===== src/rtl/alu_ctrl_if.sv =====
// ---------------------------------------------------------------------------
// alu_ctrl_if
// Signal bundle between the ID/EX control stage and the ALU control decoder.
//
// Signals:
//   func         [5:0]  instruction function field            (master -> slave)
//   ALUOp        [1:0]  ALU operation class from main control (master -> slave)
//   Operation    [3:0]  registered ALU operation select       (slave -> master)
//   illegal_func        registered unmapped-func flag         (slave -> master)
//                       present only when ALU_CTRL_ILLEGAL_EN is defined
//
// Modports:
//   master : drives func/ALUOp, observes the decoder outputs
//   slave  : the decoder itself
// ---------------------------------------------------------------------------
interface alu_ctrl_if;
    logic [5:0] func;
    logic [1:0] ALUOp;
    logic [3:0] Operation;
`ifdef ALU_CTRL_ILLEGAL_EN
    logic       illegal_func;
`endif

`ifdef ALU_CTRL_ILLEGAL_EN
    modport master (
        output func,
        output ALUOp,
        input  Operation,
        input  illegal_func
    );

    modport slave (
        input  func,
        input  ALUOp,
        output Operation,
        output illegal_func
    );
`else
    modport master (
        output func,
        output ALUOp,
        input  Operation
    );

    modport slave (
        input  func,
        input  ALUOp,
        output Operation
    );
`endif
endinterface


===== src/rtl/alu_ctrl.sv =====
// ---------------------------------------------------------------------------
// alu_ctrl
// Registered ALU control decoder for the pipelined MIPS-style datapath.
// Combines the 2-bit ALUOp class with the 6-bit func field and registers the
// resulting 4-bit ALU operation select (one cycle of latency, no enable).
//
// Ports:
//   clk   input   rising-edge clock
//   rst   input   synchronous, active-high reset (Operation -> NOP)
//   bus   alu_ctrl_if.slave
//           bus.func       [5:0] in   instruction function field
//           bus.ALUOp      [1:0] in   ALU operation class
//           bus.Operation  [3:0] out  registered ALU operation select
//           bus.illegal_func     out  registered unmapped-func flag
//
// Optional feature macro: ALU_CTRL_ILLEGAL_EN
//   When defined, bus.illegal_func is driven: 1 when ALUOp=10 and func is not
//   a mapped R-type code, else 0; reset value 0. When undefined the flag does
//   not exist and unmapped func simply decodes to NOP.
// ---------------------------------------------------------------------------
module alu_ctrl (
    input  logic      clk,
    input  logic      rst,
    alu_ctrl_if.slave bus
);

    // ALU operation select encoding
    typedef enum logic [3:0] {
        OP_AND = 4'b0000,
        OP_OR  = 4'b0001,
        OP_ADD = 4'b0010,
        OP_XOR = 4'b0011,
        OP_SUB = 4'b0110,
        OP_SLT = 4'b0111,
        OP_LSL = 4'b1000,
        OP_LSR = 4'b1001,
        OP_ASR = 4'b1010,
        OP_NOR = 4'b1100,
        OP_NOP = 4'b1111
    } op_e;

    // ALUOp classes from main control
    typedef enum logic [1:0] {
        CLS_MEM    = 2'b00,
        CLS_BRANCH = 2'b01,
        CLS_RTYPE  = 2'b10,
        CLS_LOGIMM = 2'b11
    } cls_e;

    // R-type function codes
    localparam logic [5:0] FN_ADD = 6'b000100;
    localparam logic [5:0] FN_SUB = 6'b001101;
    localparam logic [5:0] FN_AND = 6'b001100;
    localparam logic [5:0] FN_OR  = 6'b001110;
    localparam logic [5:0] FN_XOR = 6'b001000;
    localparam logic [5:0] FN_NOR = 6'b001001;
    localparam logic [5:0] FN_SLT = 6'b000110;
    localparam logic [5:0] FN_LSL = 6'b001111;
    localparam logic [5:0] FN_LSR = 6'b001011;
    localparam logic [5:0] FN_ASR = 6'b001010;

    op_e  w_op;
    logic w_unmapped;
    op_e  r_op;

    // Combinational decode of the inputs present at the edge
    always_comb begin
        w_op       = OP_NOP;
        w_unmapped = 1'b0;
        case (cls_e'(bus.ALUOp))
            CLS_MEM:    w_op = OP_ADD;
            CLS_BRANCH: w_op = OP_SUB;
            CLS_LOGIMM: w_op = OP_OR;
            CLS_RTYPE: begin
                case (bus.func)
                    FN_ADD:  w_op = OP_ADD;
                    FN_SUB:  w_op = OP_SUB;
                    FN_AND:  w_op = OP_AND;
                    FN_OR:   w_op = OP_OR;
                    FN_XOR:  w_op = OP_XOR;
                    FN_NOR:  w_op = OP_NOR;
                    FN_SLT:  w_op = OP_SLT;
                    FN_LSL:  w_op = OP_LSL;
                    FN_LSR:  w_op = OP_LSR;
                    FN_ASR:  w_op = OP_ASR;
                    default: begin
                        w_op       = OP_NOP;
                        w_unmapped = 1'b1;
                    end
                endcase
            end
            default: begin
                // Unknown class (X/Z on ALUOp): fall back to NOP
                w_op       = OP_NOP;
                w_unmapped = 1'b0;
            end
        endcase
    end

    // Reset branch is evaluated first so X/Z inputs during reset never
    // reach the register.
    always_ff @(posedge clk) begin
        if (rst) begin
            r_op <= OP_NOP;
        end else begin
            r_op <= w_op;
        end
    end

    assign bus.Operation = r_op;

`ifdef ALU_CTRL_ILLEGAL_EN
    logic r_illegal;

    always_ff @(posedge clk) begin
        if (rst) begin
            r_illegal <= 1'b0;
        end else begin
            r_illegal <= w_unmapped;
        end
    end

    assign bus.illegal_func = r_illegal;
`else
    // Flag only feeds the optional output; keep it referenced.
    logic w_unused;
    assign w_unused = w_unmapped;
`endif

endmodule


===== src/flat_wrapper.sv =====
// flat-port wrapper written by rule: the top's interface ports become plain ports
module alu_ctrl_flat 
  (clk, rst, bus_func, bus_ALUOp, bus_Operation);
  alu_ctrl_if bus_i ();
  input  logic clk;
  input  logic rst;
  input wire logic [$bits(bus_i.func)-1:0] bus_func;
  input wire logic [$bits(bus_i.ALUOp)-1:0] bus_ALUOp;
  output wire logic [$bits(bus_i.Operation)-1:0] bus_Operation;
  assign bus_i.func = bus_func;
  assign bus_i.ALUOp = bus_ALUOp;
  assign bus_Operation = bus_i.Operation;
  alu_ctrl u_core (.clk(clk), .rst(rst), .bus(bus_i));
endmodule

===== config.mk =====
export PLATFORM = sky130hd
export DESIGN_NAME = alu_ctrl_flat
export DESIGN_NICKNAME = d
export VERILOG_FILES = /design/src/rtl/alu_ctrl_if.sv /design/src/rtl/alu_ctrl.sv /design/src/flat_wrapper.sv
export SDC_FILE = /design/constraint.sdc
export NUM_CORES = 1
export LEC_CHECK = 0
export CAP_MARGIN = 5
export CELL_PAD_IN_SITES_DETAIL_PLACEMENT = 0
export CELL_PAD_IN_SITES_GLOBAL_PLACEMENT = 1
export CORE_AREA = 2 2 39 41
export CTS_BUF_LIST = sky130_fd_sc_hd__clkbuf_4 sky130_fd_sc_hd__clkbuf_8 sky130_fd_sc_hd__clkbuf_16
export DETAILED_ROUTE_END_ITERATION = 12
export DIE_AREA = 0 0 41 43
export PLACE_DENSITY_LB_ADDON = 0.1
export SETUP_SLACK_MARGIN = 0.15
export SYNTH_ARGS = -nofsm -noshare
export SYNTH_HDL_FRONTEND = slang
export SYNTH_SLANG_ARGS = --single-unit

===== constraint.sdc =====
create_clock -name clk -period 0.8 [get_ports clk]
set_input_delay 0.2 -clock clk [delete_from_list [all_inputs] [get_ports clk]]
set_output_delay 0.2 -clock clk [all_outputs]
set_load 0.03 [all_outputs]

Yosys cells after proc, flatten, opt, wreduce, memory -nomap -nowiden
Index checks and enable logic that the tools add are counted.
Widths: inputs -> output; s select.
{ "word_totals": {"out_inout_bits": 4, "ff_bits": 4, "in_bits": 10, "elab_cells": 17} }
{ "classes": {"reduce_logical": 1, "eq_ne": 13, "muxes": 2} }
{ "op_table": {"columns": ["operator", "count"], "rows": [
  ["$eq 6x4->1 const B", 8],
  ["$pmux 4 s10", 1],
  ["$pmux 4 s4", 1],
  ["$eq 6x3->1 const B", 2],
  ["$eq 2x2->1 const B", 2],
  ["$eq 2x1->1 const B", 1],
  ["$logic_not 2->1", 1]
]} }

Depth between registers and ports, before layout
{ "logic_depth": {"depth_word": 3, "depth_mapped": 3} }

Worst setup path after synthesis
OpenSTA, ideal clock, no wires.
{ "synth_timing": {"path_type": "input -> register", "startpoint": "input port bus_func[5]", "endpoint": "register u_core.r_op[0], in the netlist u_core.bus.Operation[0]", "setup_ps": 115, "cell_stages": 3, "arrival_ps": 704, "t_required_ps": 685, "path_buffers": 0, "path_slack_ps": -18, "path_cell_list": "nor4_2 nand2_1 o21a_1"} }
{ "synth_via": {"elab_chain_len": 3, "word_cells_on_any_way": 12, "classes_between": "eq/ne (10); mux (2)"} }
{ "synth_lines": {"columns": ["item", "line_no", "rtl"], "rows": [
  ["from (decl)", "flat_wrapper.sv:7", "input wire logic [$bits(bus_i.func)-1:0] bus_func;"],
  ["$eq 6x4->1 or $eq 6x3->1 (tied branches)", "alu_ctrl.sv:75", "case (bus.func)"],
  ["$pmux 4 s10 (*)", "alu_ctrl.sv:75", null],
  ["$pmux 4 s4 (*)", "alu_ctrl.sv:70", "case (cls_e'(bus.ALUOp))"],
  ["to (signal assigned)", "alu_ctrl.sv:106", "r_op <= w_op;"],
  ["to (decl)", "alu_ctrl.sv:64", "op_e r_op;"]
]} }
Every way passes the cells marked *; elsewhere a longest branch is shown, timed or not.
A chain may end at the register's enable or synchronous reset.

Worst setup path in the final report
{ "layout_timing": {"startpoint": "register u_core.r_op[0], in the netlist u_core.bus.Operation[0]", "endpoint": "output port bus_Operation[0]"} }
{ "layout_lines": {"columns": ["item", "line_no", "rtl"], "rows": [
  ["to (decl)", "flat_wrapper.sv:9", "output wire logic [$bits(bus_i.Operation)-1:0] bus_Operation;"]
]} }
No word-level cell between the ends.

==> results_dict.tcl <==
set metrics [dict create \
    finalNonFillerCells 70 \
    cts_tree "done" \
    crit_type "flop to primary output" \
    hold_viol_final 0 \
    setup_viol 4 \
    wl_per_cell_um 10.10 \
    drv_slew 0 \
    die_y_um 43 \
    synth_warnings 0 \
    yosysSeqAreaShare_pct 33.68 \
    h-tree-depth 1 \
    vias_per_cell 4.314 \
    drive_gt1_share_pct 79.63 \
    p_leak_uw 0.0002539 \
    hold_buffers 0 \
    rsz0062_at_grt "true" \
    finalWirelength_um 707 \
    gp_congestion 0.7508 \
    slowest_stage "dfxtp_2" \
    drt_iter0_markers 1 \
    max_stage_delay_ns 0.31 \
    multi_input_area_um2 221.5 \
    fillers 131 \
    critPathMaxFanout 1 \
    mappedNetlistNets 38 \
    cap_violations 0 \
    finalCritPeriodShare_pct 108.0 \
    critPathArrivalTime_ns 0.66 \
    outcome "complete, but fails checks" \
    num_io_pins 14 \
    track_usage_pct 11.02 \
    placedCellCount 64 \
    clk_path_buf_depth 2 \
    ant_nets 0 \
    regArea_um2 85.08 \
    cts_root_buf "clkbuf_4" \
    path_clk_slew_ns 0.04 \
    fin_area_um2 603.1 \
    grt_max_degree 5 \
    p_per_area_nw_per_um2 1225 \
    grt_first_pass_wirelength_um 1255 \
    worstPathRequired_ns 0.60 \
    relSlewSlack_pct 85.59 \
    fin_nets 66 \
    fin_ws_ns -0.06402 \
    die_area_um2 1763 \
    drc_errors 0 \
    num_vias 302 \
    power_uw 739.0 \
    fmax_mhz 1157 \
    clkSinkCount 4 \
    peakVddDrop_uv 422.2 \
    period_needed_ns 0.8640 \
    area_delta_synth_final_pct 153.7 \
    synth_area_per_cell_um2 8.490 \
    detailed_place.area_um2 459.2 \
    largest_reg_flops 4 \
    synth_area_um2 237.7 \
    startpoint_type "flop" \
    min_path_type "input port to flop" \
    grt_overflow_total 0 \
    dieWidth_um 41 \
    portBuffers 13 \
    fin_util_pct 43.58 \
    critical-path-top-delay-family "flip-flops" \
    grt_pass1_vias 283 \
    path_cells "buf_6" \
    row_count 14 \
    worst_pin_slew_ns 0.2146 \
    netlist_instances 28 \
    antenna_found_initial 0 \
    n_antenna_cell 0 \
    critical_path.endpoint_type "primary output" \
    numCtsBuffers 3 \
    ys_seq_elements 4 \
    start_util_pct 17.18 \
    synth.distinct_cells 18 \
    core-area_um2 1384 \
    critPathBufInv 1 \
    drtPass1Iterations 2 \
    pre_cts_slack_ns -0.6167 \
    violations "negative setup slack" \
]
## Yosys cell counts (all sizes together)
| master | n | area share, % |
|---|---|---|
| nor2 | 5 | 7.9 |
| dfxtp | 4 | 34 |
| nor2b | 4 | 12 |
| a21oi | 2 | 5.8 |
| nand2 | 2 | 3.2 |
| a211o | 1 | 3.7 |
| a31oi | 1 | 2.6 |
| a41oi | 1 | 3.7 |
| and2b | 1 | 3.7 |
| inv | 1 | 1.6 |
| maj3 | 1 | 4.7 |
| nor3 | 1 | 2.1 |
| nor4 | 1 | 5.3 |
| o21a | 1 | 3.2 |
| o221ai | 1 | 3.7 |
| xnor2 | 1 | 3.7 |
## area by class of cell
type | instances | share of cell area, %
repair buffers | 23 | 41.49
multi-input cells | 23 | 36.72
flip-flops and latches | 4 | 14.11
clock buffers | 3 | 3.734
well taps | 16 | 3.320
inverters | 1 | 0.6224
## cells by family (layout without fill, tap and decap cells)
group,count (synthesis),after routing,share of synthesized area [%]
compound gates,7,7,22.64
xor+xnor,1,1,3.685
fa+ha+maj,1,1,4.737
buf+inv,1,27,1.577
flops,4,4,33.69
simple gates,14,14,33.69
## metrics by stage
| stage | setup TNS (ns) | hold slack (ns) |
|---|---|---|
| final | -0.2443 | 0.2451 |
| after global routing | -0.3499 | 0.2568 |
| after CTS | -0.2933 | 0.2610 |
| after detailed placement | -2.279 | 0.6310 |
| after global placement | -2.257 | 0.6326 |
| after floorplan | 0 | 0.2943 |
## repair_timing
item | 4_1_cts | 5_1_grt
buffers inserted | 3 | 0
pin swaps | 10 | 10
setup endpoints to repair | 8 | 8
resized for setup | 68 | 4
## cell usage in the layout (no fill, tap or decap), types with 2 or more instances in the layout
cell      Yosys  routed
buf_4         0       7
buf_6         0       9
buf_8         0       4
clkbuf_4      0       3
dfxtp_2       0       4
nand2_1       2       2
nor2_1        5       4
nor2b_4       0       3
## where the power goes
| group | internal [uW] | switching [uW] |
|---|---|---|
| Combinational | 158 | 115 |
| Clock | 167 | 76.3 |
| Sequential | 217 | 5.43 |
## path summary, 6_finish.rpt
check	startpoint	endpoint	slack [ns]	cells after the start
setup / recovery	u_core.bus.Operation[0]	bus_Operation[0]	-0.06	1
hold / removal	rst	u_core.bus.Operation[0]	0.25	4
## routing by layer
metal / part of all wire [%] / GRT usage (%) / vias up / wire, um
li1: - / - / 153 / -
met5: 0 / 0 / - / 0
met4: 1.7 / 10.00 / 0 / 12
met2: 54 / 15.63 / 9 / 385
met3: 6.4 / 1.571 / 2 / 45
met1: 37 / 13.42 / 138 / 264
(Power assumes the default switching activity.)
